==> config.mk <==
export PLATFORM = sky130hd
export DESIGN_NAME = oai21_triple_cell
export DESIGN_NICKNAME = d
export VERILOG_FILES = /design/src/rtl/oai21_triple_cell.sv
export SDC_FILE = /design/constraint.sdc
export NUM_CORES = 1
export LEC_CHECK = 0
export ABC_AREA = 1
export CORE_MARGIN = 10
export CORE_UTILIZATION = 44
export CTS_CLUSTER_DIAMETER = 30
export DETAILED_ROUTE_END_ITERATION = 8
export GPL_TIMING_DRIVEN = 0
export PLACE_DENSITY = 0.81
export SYNTH_ARGS = -nofsm -noshare
export SYNTH_HDL_FRONTEND = slang
export SYNTH_SLANG_ARGS = --single-unit
==> constraint.sdc <==
create_clock -name clk -period 1.5 [get_ports clk]
set_input_delay 0.375 -clock clk [delete_from_list [all_inputs] [get_ports clk]]
set_output_delay 0.375 -clock clk [all_outputs]
set_load 0.02 [all_outputs]
==> src/rtl/oai21_triple_cell.sv <==
// Three independently built OAI21 gates, y = ~((a | b) & c), registered side by side.
// A cross-comparator flags any cycle where the registered copies disagree.
module oai21_triple_cell #(
    parameter int CNT_W = 8
) (
    input  logic             clk,
    input  logic             rst_n,
    input  logic             a,
    input  logic             b,
    input  logic             c,
    input  logic [2:0]       flt_inj,
    output logic             w1,
    output logic             w2,
    output logic             w5,
    output logic             mismatch,
    output logic [CNT_W-1:0] mis_cnt
);

    // Variant 1: OR -> AND -> inverter
    logic v1_or;
    logic v1_and;
    logic y1;
    assign v1_or  = a | b;
    assign v1_and = v1_or & c;
    assign y1     = ~v1_and;

    // Variant 2: NOR -> inverter -> NAND
    logic v2_nor;
    logic v2_or;
    logic y2;
    assign v2_nor = ~(a | b);
    assign v2_or  = ~v2_nor;
    assign y2     = ~(v2_or & c);

    // Variant 5: behavioural
    logic y5;
    assign y5 = ~((a | b) & c);

    logic             w1_q, w2_q, w5_q;
    logic             w1_d, w2_d, w5_d;
    logic             mismatch_q, mismatch_d;
    logic [CNT_W-1:0] mis_cnt_q, mis_cnt_d;
    logic             disagree;

    // The comparator looks at the registered copies, so it lags the outputs by one edge.
    assign disagree = ~((w1_q == w2_q) & (w2_q == w5_q));

    always_comb begin
        w1_d       = y1 ^ flt_inj[0];
        w2_d       = y2 ^ flt_inj[1];
        w5_d       = y5 ^ flt_inj[2];
        mismatch_d = mismatch_q;
        mis_cnt_d  = mis_cnt_q;
        if (disagree) begin
            mismatch_d = 1'b1;
            if (mis_cnt_q != {CNT_W{1'b1}}) begin
                mis_cnt_d = mis_cnt_q + 1'b1;
            end
        end
    end

    always_ff @(posedge clk) begin
        if (!rst_n) begin
            w1_q       <= 1'b1;
            w2_q       <= 1'b1;
            w5_q       <= 1'b1;
            mismatch_q <= 1'b0;
            mis_cnt_q  <= '0;
        end else begin
            w1_q       <= w1_d;
            w2_q       <= w2_d;
            w5_q       <= w5_d;
            mismatch_q <= mismatch_d;
            mis_cnt_q  <= mis_cnt_d;
        end
    end

    assign w1       = w1_q;
    assign w2       = w2_q;
    assign w5       = w5_q;
    assign mismatch = mismatch_q;
    assign mis_cnt  = mis_cnt_q;

endmodule

==> flow_metrics.tcl, run 1 <==
set metrics [dict create \
    synth_seq_cells 12 \
    wl_per_cell_um 11.1 \
    cts_root_buf "clkbuf_4" \
    dr.pass1.iters 4 \
    period_minus_slack_ns 1.42 \
    die_area_um2 3380 \
    synth_cells 92 \
    core_area_um2 1330 \
    setup_violations 0 \
    status "completed" \
    ios 20 \
    h-tree-depth 1 \
    ant_nets 0 \
    multi_input_area_um2 338 \
    fmax_ghz 0.702 \
    antenna_cells 0 \
    clock_sinks 12 \
    antenna_found_initial 0 \
    grt_overflow_total 0 \
    seqCellArea_um2 241 \
    synthesis.nets 101 \
    fin_cells 129 \
    vias 610 \
    crit_buf_inv 1 \
    place.gp.congestion 0.764 \
    end_kind "output port" \
    leakagePower_nw 0.436 \
    crit_fanout 5 \
    startpoint_type "register" \
    critical_path_class "register to output port" \
    synth.distinct_cells 19 \
    hold_viol_final 0 \
    synth_top_area_cell "dfxtp_1" \
    hpwl_um 1150 \
    tightestPinTransition_ns 0.331 \
    worstPathRequired_ns 1.12 \
    critical_path.top_delay_family "flip-flops" \
    path_cells "dlygate4sd2_1" \
    grt_pass1_vias 593 \
    fillers 132 \
    holdCritPathClass "register to register" \
    syn_area_per_cell_um2 6.95 \
    relSlewSlack_pct 77.9 \
    grt_usage_pct 9.58 \
    start_util_pct 47.9 \
    via_per_inst 4.73 \
    numCtsBuffers 3 \
    wirelength_um 1430 \
    portBuffers 19 \
    die_w_um 58.1 \
    rsz0062_at_grt "no" \
    post_cts.repair.setup_buffers 0 \
    drive_gt1_share_pct 14.0 \
    yosysTopAreaCellShare_pct 37.6 \
    skew_ns 0.00199 \
    grt_pass1_wl_um 2530 \
    cp_slowest_cell "dfxtp_1" \
    area_growth_pct 34.2 \
    syn_area_um2 639 \
    cts_tree "built" \
    p_per_area_nw_per_um2 799 \
    fin_tns_setup_ns 0 \
    synth_area_leaders "dfxtp_1 38%, nand2_1 15%, nor2_1 8.2%, inv_1 6.5%, nand3_1 6.3%" \
    clkTransAtPathRegs_ns 0.07 \
    clk_latency_ns 0.26 \
    drv_slew 0 \
    drc 0 \
    maxCapViolations 0 \
    grt_max_degree 11 \
    die_h_um 58.1 \
    yosysSeqAreaShare_pct 37.6 \
    drt-initial-drc-count 5 \
    ir_drop_v 0.000641 \
    clockBufferDepth 2 \
    rows 13 \
    placed_cells 126 \
    finalCritPeriodShare_pct 95.0 \
    arrival_ns 1.05 \
    fin_nets 125 \
    hold_ws_ns 0.480 \
    ys_warn_count 0 \
    slowest_delay_ns 0.42 \
]
timing repair:
action	CTS	global route
gates cloned	0	0
hold buffers	0	0
resized for setup	12	2
endpoints found under the setup margin	12	2
path summary, 6_finish.rpt:
path                             endpoint  slack [ns]                     from  cells after the start
setup reg to reg  mis_cnt[1]$_SDFFE_PN0P_        0.21  mis_cnt[1]$_SDFFE_PN0P_                      8
setup / recovery               mis_cnt[3]        0.08  mis_cnt[3]$_SDFFE_PN0P_                      1
hold / removal      mismatch$_SDFFE_PN0N_        0.48    mismatch$_SDFFE_PN0N_                      2
hold reg to reg     mismatch$_SDFFE_PN0N_        0.48    mismatch$_SDFFE_PN0N_                      2
registers in the layout, indices dropped and copies added, names as in the netlist:
register / flops
mis_cnt: 8
mismatch: 1
w1: 1
w2: 1
w5: 1
placed cells by master (no fill, tap or decap), drive strengths merged:
master / n
xnor2: 1
clkbuf: 4
a21oi: 2
inv: 12
clkdlybuf4s15: 1
ha: 1
nand2: 30
or2: 3
o21bai: 1
clkdlybuf4s50: 7
xor2: 1
nand3: 8
o21ai: 3
nor2: 16
dlygate4sd2: 11
dfxtp: 12
nor3: 1
cell usage after synthesis, drive strengths merged:
master   n
o21bai   1
ha       1
xor2     1
nor2    16
inv     12
or2      3
xnor2    1
dfxtp   12
a21oi    2
clkbuf   1
nor3     1
nand3    8
nand2   30
o21ai    3
through the flow:
stage          total power [mW]  area [um2]  setup WS (ns)  utilization [%]
2_1_floorplan             0.446         639          0.150                -
6_report                  0.686         858         0.0756             64.4
3_5_place_dp              0.518         848         0.0540             63.6
3_3_place_gp              0.512         848         0.0633             63.6
4_1_cts                   0.693         856         0.0444             64.2
5_1_grt                   0.722         858         0.0141             64.4
power breakdown:
part	leakage [nW]	switching [mW]	internal, mW
clock network	0.0138	0.0961	0.0928
registers	0.0988	0.0169	0.338
logic	0.324	0.0808	0.0614
total	0.436	0.194	0.492
kinds of logic (layout without fill, tap and decap cells):
| logic type | after synthesis | after routing | synth area share [%] |
|---|---|---|---|
| AO/OA/AOI/OAI | 6 | 6 | 5.67 |
| flip-flops | 12 | 12 | 37.6 |
| adder cells (fa/ha/maj) | 1 | 1 | 1.96 |
| XOR/XNOR | 2 | 2 | 2.74 |
| buffers and inverters | 13 | 35 | 9.59 |
| AND/OR/NAND/NOR | 58 | 58 | 42.5 |
layer usage:
metal  vias to the layer above  track usage (%)  part of all wire (%)
met5                         -                0                     0
met4                         0             8.05                   3.7
met3                         4             3.05                   5.4
met2                        16             15.2                    49
met1                       262             10.1                    42
li1                        328                -                     -
cell type report:
type,instances,share of cell area (%)
Multi-Input combinational cell,67,39.4
Timing Repair Buffer,19,20.6
Sequential cell,12,28.1
Buffer,1,1.60
Clock buffer,3,2.62
Tap cell,15,2.19
Inverter,12,5.54
Power figures use the tool's default switching activity.
==> run 2, diff against run 1 <==
Settings changed: CORE_UTILIZATION 44 to 26, PLACE_DENSITY 0.81 to 0.55.
==> flow_metrics.tcl, run 2 (synthesis gave the netlist of run 1 again) <==
set metrics [dict create \
    via_per_inst 4.27 \
    finalCritPeriodShare_pct 95.3 \
    final_cell_mix "26 x nand2_1, 14 x nor2_1, 12 x dfxtp_1" \
    critical_path_class "register to output port" \
    intPower_mw 0.546 \
    critical_path.top_delay_family "flip-flops" \
    post_cts.repair.setup_buffers 0 \
    start_util_pct 28.1 \
    antenna_cells 0 \
    hpwl_um 1170 \
    die_area_um2 4840 \
    dr.pass1.iters 4 \
    crit_fanout 5 \
    cts_root_buf "clkbuf_4" \
    grt_overflow_total 0 \
    grt_pass1_vias 567 \
    startpoint_type "register" \
    rsz0062_at_grt "no" \
    place.gp.congestion 0.748 \
    antenna_found_initial 0 \
    wl_per_cell_um 10.4 \
    period_minus_slack_ns 1.43 \
    worstSetupStartpoint "mis_cnt[3]$_SDFFE_PN0P_" \
    cp_slowest_cell "dfxtp_1" \
    hold_viol_final 0 \
    die_w_um 69.6 \
    r2r-start "mis_cnt[0]$_SDFFE_PN0P_" \
    clkTransAtPathRegs_ns 0.08 \
    drv_slew 0 \
    ant_nets 0 \
    h-tree-depth 1 \
    largest_reg_flops 8 \
    slowest_delay_ns 0.43 \
    setup_violations 0 \
    portBuffers 19 \
    area_growth_pct 38.9 \
    fin_nets 125 \
    status "completed" \
    end_kind "output port" \
    grt_pass1_wl_um 2470 \
    p_switching_mw 0.205 \
    combinationalPowerShare_pct 18.7 \
    core_area_um2 2280 \
    cts_tree "built" \
    clock_sinks 12 \
    finish.utilization_pct 39.0 \
    clock_power_share_pct 34.1 \
    worstPathRequired_ns 1.12 \
    ios 20 \
    drive_gt1_share_pct 13.9 \
    die_h_um 69.6 \
    wirelength_um 1490 \
    relSlewSlack_pct 77.1 \
    rrSetupSlack_ns 0.19 \
    holdCritPathClass "register to register" \
    p_sw_share_pct 27.4 \
    p_per_area_nw_per_um2 846 \
    drc 0 \
    arrival_ns 1.05 \
    grt_max_degree 11 \
    drt-initial-drc-count 35 \
    vias 611 \
    rows 17 \
    leakagePower_nw 0.439 \
    maxCapViolations 0 \
    fillers 247 \
    crit_buf_inv 1 \
    numCtsBuffers 3 \
    clk_latency_ns 0.27 \
    mostFrequentLayoutCell "nand2_1" \
    clockBufferDepth 2 \
    hp-start "mismatch$_SDFFE_PN0N_" \
    skew_ns 0.00664 \
    ir_drop_v 0.000450 \
    fmax_ghz 0.700 \
    grt_usage_pct 6.28 \
    path_cells "clkdlybuf4s15_1" \
    fin_tns_setup_ns 0 \
    pwr-share-seq_pct 47.1 \
    tightestPinTransition_ns 0.343 \
]
run 2: cell type report:
type | count | area (um2) | share of cell area, %
Multi-Input combinational cell | 67 | 338 | 38.0
Sequential cell | 12 | 240 | 27.0
Timing Repair Buffer | 19 | 178 | 20.0
Inverter | 12 | 47.5 | 5.35
Clock buffer | 4 | 36.3 | 4.08
Tap cell | 28 | 35.0 | 3.94
Buffer | 1 | 13.8 | 1.55
run 2: through the flow:
step	area (um2)	power [mW]	cells	hold WS, ns	worst slack [ns]
after floorplan	639	0.446	92	0.501	0.150
after global placement	865	0.516	139	0.469	0.0592
after detailed placement	865	0.518	139	0.476	0.0663
after CTS	886	0.770	143	0.496	0.0292
after global routing	888	0.803	143	0.525	0.00635
final	888	0.751	143	0.492	0.0707
run 2: power groups by stage:
| stage | Clock [mW] | Sequential, mW | Combinational (mW) |
|---|---|---|---|
| after global placement | 0 | 0.362 | 0.153 |
| after floorplan | 0 | 0.383 | 0.0631 |
| after detailed placement | 0 | 0.362 | 0.156 |
| after CTS | 0.272 | 0.354 | 0.143 |
| final | 0.256 | 0.354 | 0.141 |
| after global routing | 0.287 | 0.357 | 0.159 |
run 2: path summary, 6_finish.rpt:
path	to	cells after the start
max reg2reg	mis_cnt[4]$_SDFFE_PN0P_	8
min reg2reg	mismatch$_SDFFE_PN0N_	2
max	mis_cnt[3]	1
min	mismatch$_SDFFE_PN0N_	2
run 2: routing by layer:
layer	share of wire, %	track usage, %
met4	2.0	4.66
met1	48	7.03
met5	0	0
met2	42	8.87
met3	8.0	3.14
run 2: worst register-to-register path, cell delays in order, from the launching register on:
cell,delay [ns]
dfxtp_1,0.41
ha_1,0.22
inv_1,0.09
nor2_4,0.14
nand2_4,0.08
nand3_1,0.11
nand2_1,0.07
nand2_1,0.06
nor2_1,0.04
run 2: repair_timing:
action,4_1_cts,5_1_grt
endpoints found under the setup margin,12,2
gates resized for setup,12,2
hold buffers,0,0
==> run 3, diff against run 2 <==
Settings changed: RECOVER_POWER set to 100.
==> flow_metrics.tcl, run 3 (synthesis gave the netlist of run 1 again) <==
set metrics [dict create \
    holdBufCountCts 0 \
    grt_max_degree 11 \
    final_cell_area_um2 886 \
    fin_nets 125 \
    timing.final.ws_setup_ns 0.0707 \
    p_switching_mw 0.204 \
    fin_cells 143 \
    multi_input_area_um2 338 \
    start_util_pct 28.1 \
    rsz0062_at_grt "no" \
    drt-initial-drc-count 35 \
    skew_ns 0.00664 \
    worstPathRequired_ns 1.12 \
    grt_usage_pct 6.28 \
    hold_ws_ns 0.492 \
    clkTransAtPathRegs_ns 0.08 \
    startpoint_type "register" \
    antenna_found_initial 0 \
    largest_reg_flops 8 \
    h-tree-depth 1 \
    path_cells "clkdlybuf4s15_1" \
    clock_power_share_pct 34.3 \
    maxCapViolations 0 \
    hpwl_um 1170 \
    grt_pass1_vias 567 \
    die_area_um2 4840 \
    grt_pass1_wl_um 2470 \
    p_per_area_nw_per_um2 844 \
    clk_latency_ns 0.27 \
    ios 20 \
    portBuffers 19 \
    end_kind "output port" \
    numCtsBuffers 3 \
    mostFrequentLayoutCell "nand2_1" \
    via_per_inst 4.27 \
    crit_fanout 5 \
    relSlewSlack_pct 77.1 \
    intPower_mw 0.544 \
    pwr-share-seq_pct 47.3 \
    combinationalPowerShare_pct 18.4 \
    holdCritPathClass "register to register" \
    placed_cells 139 \
    die_w_um 69.6 \
    dpl-instance-area_um2 865 \
    rows 17 \
    drc 0 \
    clock_sinks 12 \
    crit_buf_inv 1 \
    wirelength_um 1490 \
    drv_slew 0 \
    finish.utilization_pct 38.9 \
    finalCritPeriodShare_pct 95.3 \
    ir_drop_v 0.000449 \
    area_growth_pct 38.6 \
    dr.pass1.iters 4 \
    critical_path_class "register to output port" \
    final_cell_mix "26 x nand2_1, 14 x nor2_1, 12 x inv_1, 12 x dfxtp_1, 10 x dlygate4sd2_1" \
    finalPower_mw 0.748 \
    leakagePower_nw 0.440 \
    slowest_delay_ns 0.43 \
    cts_tree "built" \
    grt_overflow_total 0 \
    clockBufferDepth 2 \
    drive_gt1_share_pct 13.0 \
    place.gp.congestion 0.748 \
    post_cts.repair.setup_buffers 0 \
    cp_slowest_cell "dfxtp_1" \
    status "completed" \
    setup_violations 0 \
    fmax_ghz 0.700 \
    critical_path.top_delay_family "flip-flops" \
    seqCellArea_um2 240 \
    hold_viol_final 0 \
    wl_per_cell_um 10.4 \
    antenna_cells 0 \
    period_minus_slack_ns 1.43 \
    cts_root_buf "clkbuf_4" \
    ant_nets 0 \
    die_h_um 69.6 \
    p_sw_share_pct 27.2 \
    place_ws_ns 0.0663 \
    vias 610 \
    tightestPinTransition_ns 0.343 \
    arrival_ns 1.05 \
    fin_tns_setup_ns 0 \
    core_area_um2 2280 \
    cts.repair.resized 12 \
    fillers 248 \
]
run 3: cell count changes in the layout (fill, tap and decap cells not counted):
cell	change
dlygate4sd3_1	+1
clkdlybuf4s50_1	-1
inv_4	-1
inv_1	+1
run 3: path summary, 6_finish.rpt:
kind | from | end | slack, ns | cells after the start
worst max-delay path | mis_cnt[3]$_SDFFE_PN0P_ | mis_cnt[3] | 0.07 | 1
worst min-delay path | mismatch$_SDFFE_PN0N_ | mismatch$_SDFFE_PN0N_ | 0.49 | 2
worst max register to register | mis_cnt[0]$_SDFFE_PN0P_ | mis_cnt[1]$_SDFFE_PN0P_ | 0.15 | 8
worst min register to register | mismatch$_SDFFE_PN0N_ | mismatch$_SDFFE_PN0N_ | 0.49 | 2
run 3: final cells by class:
class                   count  share of cell area, %
plain buffers               1                   1.55
clock buffers               4                   4.10
inverters                  12                   5.08
multi-input cells          67                   38.1
flip-flops and latches     12                   27.1
well taps                  28                   3.95
repair buffers             19                   20.1
run 3: worst min-delay path: stages (launching register included):
cell	delay (ns)
dfxtp_1	0.33
o21ai_0	0.09
inv_1	0.05
run 3: per-layer routing:
layer / up-vias / wire length, um / global-route usage, %
li1: 327 / - / -
met1: 264 / 709 / 7.03
met2: 17 / 630 / 8.87
met3: 2 / 119 / 3.14
met4: 0 / 29 / 4.66
met5: - / 0 / 0
run 3: power by group through the flow:
| stage | registers, mW | logic [mW] | clock network [mW] |
|---|---|---|---|
| final | 0.354 | 0.137 | 0.256 |
| after CTS | 0.354 | 0.143 | 0.272 |
| after global placement | 0.362 | 0.153 | 0 |
| after floorplan | 0.383 | 0.0631 | 0 |
| after detailed placement | 0.362 | 0.156 | 0 |
| after global routing | 0.357 | 0.156 | 0.287 |
